--- src/rtl/counter_pkg.sv ---
// Shared encodings for the parameterised up/down counter.
//   MODE_*  : boundary behaviour selected by the 'mode' input
//   DIR_*   : count direction selected by the 'up_dn' input
package counter_pkg;

  localparam logic MODE_WRAP = 1'b0;
  localparam logic MODE_SAT  = 1'b1;

  localparam logic DIR_DOWN  = 1'b0;
  localparam logic DIR_UP    = 1'b1;

endpackage : counter_pkg

--- src/rtl/counter_param.sv ---
// Parameterised up/down counter with wrap or saturate boundary handling.
//
// Parameters
//   WIDTH    counter width in bits (2..32)
//   MAX_VAL  terminal value, 1..2^WIDTH-1; count never exceeds it
// Ports
//   clk       rising-edge clock
//   rst       synchronous active-high reset (count=0, tc=0, ovf=0)
//   en        count enable
//   clr       synchronous clear of count and ovf
//   load      synchronous parallel load of min(load_val, MAX_VAL)
//   load_val  load value
//   up_dn     direction, DIR_UP / DIR_DOWN
//   mode      boundary mode, MODE_WRAP / MODE_SAT
//   count     registered count
//   tc        registered one-cycle terminal-count pulse
//   ovf       registered sticky flag: a saturate-mode count tried to pass a boundary
// Edge priority: rst > clr > load > en.
module counter_param
  import counter_pkg::*;
#(
  parameter int unsigned WIDTH   = 8,
  parameter int unsigned MAX_VAL = 255
) (
  input  logic             clk,
  input  logic             rst,
  input  logic             en,
  input  logic             clr,
  input  logic             load,
  input  logic [WIDTH-1:0] load_val,
  input  logic             up_dn,
  input  logic             mode,
  output logic [WIDTH-1:0] count,
  output logic             tc,
  output logic             ovf
);

  if (WIDTH < 2 || WIDTH > 32) begin : gen_bad_width
    $error("counter_param: WIDTH must be 2..32");
  end
  if (MAX_VAL < 1 || (64'(MAX_VAL) >> WIDTH) != 64'd0) begin : gen_bad_max
    $error("counter_param: MAX_VAL must be 1..2^WIDTH-1");
  end

  localparam logic [WIDTH-1:0] MaxVal = WIDTH'(MAX_VAL);

  logic [WIDTH-1:0] count_q, count_d;
  logic             tc_q, tc_d;
  logic             ovf_q, ovf_d;
  logic [WIDTH-1:0] cnt_inc, cnt_dec;

  assign cnt_inc = count_q + WIDTH'(1);
  assign cnt_dec = count_q - WIDTH'(1);

  // Boundaries are detected by explicit compares, so wrapping at MAX_VAL works the
  // same whether or not MAX_VAL is the all-ones value. In saturate mode tc marks
  // the edge that first arrives at the boundary; a further enabled edge sitting on
  // the boundary holds the count and raises ovf instead.
  always_comb begin
    count_d = count_q;
    tc_d    = 1'b0;
    ovf_d   = ovf_q;
    if (clr) begin
      count_d = '0;
      ovf_d   = 1'b0;
    end else if (load) begin
      count_d = (load_val > MaxVal) ? MaxVal : load_val;
    end else if (en) begin
      if (up_dn == DIR_UP) begin
        if (count_q == MaxVal) begin
          if (mode == MODE_WRAP) begin
            count_d = '0;
            tc_d    = 1'b1;
          end else begin
            ovf_d   = 1'b1;
          end
        end else begin
          count_d = cnt_inc;
          tc_d    = (mode == MODE_SAT) && (cnt_inc == MaxVal);
        end
      end else begin
        if (count_q == '0) begin
          if (mode == MODE_WRAP) begin
            count_d = MaxVal;
            tc_d    = 1'b1;
          end else begin
            ovf_d   = 1'b1;
          end
        end else begin
          count_d = cnt_dec;
          tc_d    = (mode == MODE_SAT) && (cnt_dec == '0);
        end
      end
    end
  end

  always_ff @(posedge clk) begin
    if (rst) begin
      count_q <= '0;
      tc_q    <= 1'b0;
      ovf_q   <= 1'b0;
    end else begin
      count_q <= count_d;
      tc_q    <= tc_d;
      ovf_q   <= ovf_d;
    end
  end

  assign count = count_q;
  assign tc    = tc_q;
  assign ovf   = ovf_q;

endmodule : counter_param

--- config.mk ---
export PLATFORM = sky130hd
export DESIGN_NAME = counter_param
export DESIGN_NICKNAME = d
export VERILOG_FILES = /design/src/rtl/counter_pkg.sv /design/src/rtl/counter_param.sv
export SDC_FILE = /design/constraint.sdc
export NUM_CORES = 1
export LEC_CHECK = 0
export ABC_AREA = 1
export ABC_CLOCK_PERIOD_IN_PS = 1800
export CORE_UTILIZATION = 51
export DETAILED_ROUTE_END_ITERATION = 6
export PLACE_DENSITY_LB_ADDON = 0.25
export SLEW_MARGIN = 20
export SYNTH_ARGS = -nofsm -noshare
export SYNTH_HDL_FRONTEND = slang
export SYNTH_SLANG_ARGS = --single-unit
--- constraint.sdc ---
create_clock -name clk -period 1.8 [get_ports clk]
set_input_delay 0.36 -clock clk [delete_from_list [all_inputs] [get_ports clk]]
set_output_delay 0.36 -clock clk [all_outputs]
set_load 0.03 [all_outputs]
==> implementation parameters <==
Parameter                              Value

Run status
  Result of the run ... finished clean

Placed design
  Buffers on Ports ... 24
  HPWL Detailed ... 2650 um
  Pre-CTS setup slack ... 0.01090 ns
  Final weighted congestion in routability-driven placement ... 0.9548

Global route
  GRT Overall Usage ... 28.39%
  Wire length of the first global-routing pass ... 5533 um
  Number of global-route vias before repair ... 1239
  Pin count of the biggest net entering global routing ... 11
  Antenna violations before repair ... 0
  Global route overflow ... 0

Worst setup path
  Setup slack of the worst register-to-register path ... 0.19 ns
  CP Capture Type ... output port
  Worst setup path category ... flop to output port
  Crit path max fanout ... 4
  Family with the most delay on the worst path ... buffers and inverters
  Critical Path Start ... count[4]
  Critical path buffers and inverters ... 1
  Cell-by-cell trace of the critical path ... clkdlybuf4s50_1
  Cell with the largest stage delay on the worst path ... sky130_fd_sc_hd__clkdlybuf4s50_1
  Critical path launch point type ... flop
  Startpoint of the worst-slack reg-to-reg timing path ... count[0]
  Delay contributed by the slowest stage of the critical path ... 0.70 ns
  Critical Path RT ... 1.44 ns
  Data arrival at the endpoint of the critical path ... 1.37 ns

Power and ir drop
  Leakage power of the design ... 0.8148 nW
  Share of total power in the clock network ... 24.4%
  P_sw ... 0.0003166 W
  Part of the power in combinational logic ... 45.7%
  Sequential group share of total power ... 29.9%
  Switching portion of total power ... 38.13%
  Ratio of total power to cell area ... 527.1 nW/um^2
  Power Internal ... 0.0005138 W
  Maximum vdd ir drop ... 0.0006468 V

Cells and area
  Inserted Diodes ... 0
  Area of the multi-input gates ... 829.5 um^2
  Sequential cell area in the final layout ... 202.7 um^2
  Layout Nets ... 277
  Final-layout fill cell count ... 201
  Highest-count cells in the layout ignoring fill and taps ... sky130_fd_sc_hd__nand2_1 (79), sky130_fd_sc_hd__inv_1 (31), sky130_fd_sc_hd__nor2_1 (28)
  Synthesis-to-finish area growth ... 30.60%
  Most frequent standard cell in the layout excluding fill and tap cells ... sky130_fd_sc_hd__nand2_1
  Fraction of final layout cells with drive strength greater than 1 ... 15.63%

Clocking
  Cells resized by post-CTS repair ... 2
  Number of clock sinks ... 10
  Clk Latency, worst-skew pair ... 0.26 ns
  Num CTS Buffers ... 3
  Clock tree from TritonCTS ... yes
  Longest Clk Path Bufs ... 2
  H-tree depth ... 1
  Clock slew seen by the registers of the worst setup and hold paths ... 0.07 ns
  Buffers inserted during post-CTS setup optimization ... 0
  Number of hold buffers added after cts ... 0
  Buffer cell driving the clock tree root ... sky130_fd_sc_hd__clkbuf_4

Routing
  Detailed router's first-iteration violation count ... 56
  Via density per instance ... 5.014
  Antenna-violating nets left ... 0
  Number of iterations in the first detailed-routing pass ... 4
  Vias after detailed routing ... 1424
  DRC violation count after routing ... 0
  Sum of routed wire length over all layers ... 3237 um
  Avg WL per Cell ... 11.40 um

Logic synthesis
  Flops & latches, synth ... 10
  Yosys warning count ... 0
  Synth unique cells ... 22
  Mean area per synthesized cell ... 5.483 um^2
  Cell count after synthesis ... 220
  Syn nets ... 240
  Area of the mapped netlist ... 1206 um^2
  Sequential fraction of the synthesis area ... 16.60%

STA
  RSZ-0062 raised after global routing ... false
  Final hold violation count ... 0
  Worst hold slack ... 0.4700 ns
  Maximum frequency from static timing analysis ... 577.0 MHz
  Max-slew headroom at the worst pin ... 78.75%
  Fraction of the cycle the final worst path needs ... 96.28%
  Transition time of the tightest slew-check pin ... 0.3182 ns
  Worst clock skew ... 0.003992 ns
  Final-report setup violation count ... 0
  Post-layout min period ... 1.733 ns
  Final total negative setup slack ... 0 ns
  Count of final max-slew check failures ... 0
  Setup slack of the critical path after layout ... 0.06696 ns

Floorplanning
  Placeable core region ... 2212 um^2
  Boundary Pins ... 25
  Row count ... 17
  Area of the die ... 2563 um^2
  Initial cell density of the core ... 54.52%
  X dimension of the die ... 50.63 um
  Vertical extent of the die ... 50.63 um

Hold path
  Class of the worst hold path ... flop to flop
  Worst min-delay path startpoint ... ovf

Job
  Number of max-capacitance violations reported ... 0
layer usage:
metal	GRT usage (%)	routed length, um
met5	0	0
met4	6.481	85
met3	6.667	213
met2	47.11	1525
met1	36.82	1413
registers in the layout, summed over array words and instances, names as in the netlist:
name / flops
count: 8
ovf: 1
tc: 1
power groups by stage:
stage	combinational [W]	clock [W]	sequential [W]
after global routing	0.000426	0.000221	0.000250
after CTS	0.000377	0.000205	0.000248
after floorplan	0.000233	0	0.000273
final	0.000379	0.000203	0.000248
after global placement	0.000377	0	0.000253
after detailed placement	0.000378	0	0.000253
per-stage QoR:
| step | power [W] | instance area [um^2] | util [%] | instances |
|---|---|---|---|---|
| after floorplan | 0.0005062 | 1206 | - | 220 |
| after global placement | 0.0006294 | 1534 | 69.34 | 280 |
| after detailed placement | 0.0006305 | 1534 | 69.34 | 280 |
| after CTS | 0.0008302 | 1568 | 70.87 | 284 |
| after global routing | 0.0008964 | 1575 | 71.21 | 284 |
| final | 0.0008304 | 1575 | 71.21 | 284 |
cell type report:
cell class	count	share of cell area, %
flip-flops and latches	10	12.87
clock buffers	4	2.303
repair buffers	39	22.56
well taps	28	2.224
inverters	31	7.387
multi-input cells	172	52.66
logic make-up (layout without fill, tap and decap cells):
| logic type | count (synthesis) | after routing | synth area share, % |
|---|---|---|---|
| flip-flops | 10 | 10 | 16.60 |
| AO/OA/AOI/OAI | 15 | 15 | 6.846 |
| adder cells (fa/ha/maj) | 5 | 5 | 5.187 |
| AND/OR/NAND/NOR | 152 | 152 | 56.74 |
| buffers and inverters | 38 | 74 | 14.63 |
synthesized netlist by cell type, drive strengths merged:
| master | n | area share (%) |
|---|---|---|
| buf | 7 | 5.0 |
| a21oi | 9 | 4.4 |
| or2 | 5 | 2.6 |
| nand2 | 83 | 27 |
| nor3 | 3 | 1.2 |
| dfxtp | 10 | 17 |
| nand3b | 1 | 0.93 |
| ha | 5 | 5.2 |
| nand4 | 5 | 3.1 |
| o21ai | 6 | 2.5 |
| nor2 | 34 | 13 |
| nand3 | 20 | 8.3 |
| and2 | 1 | 0.52 |
| inv | 31 | 9.6 |
final timing paths:
kind | cells after the start | endpoint
worst min-delay path | 2 | ovf
worst min register to register | 2 | ovf
worst max-delay path | 1 | count[4]
worst max register to register | 10 | count[6]
Note: power is estimated with default switching activity, not from simulation.
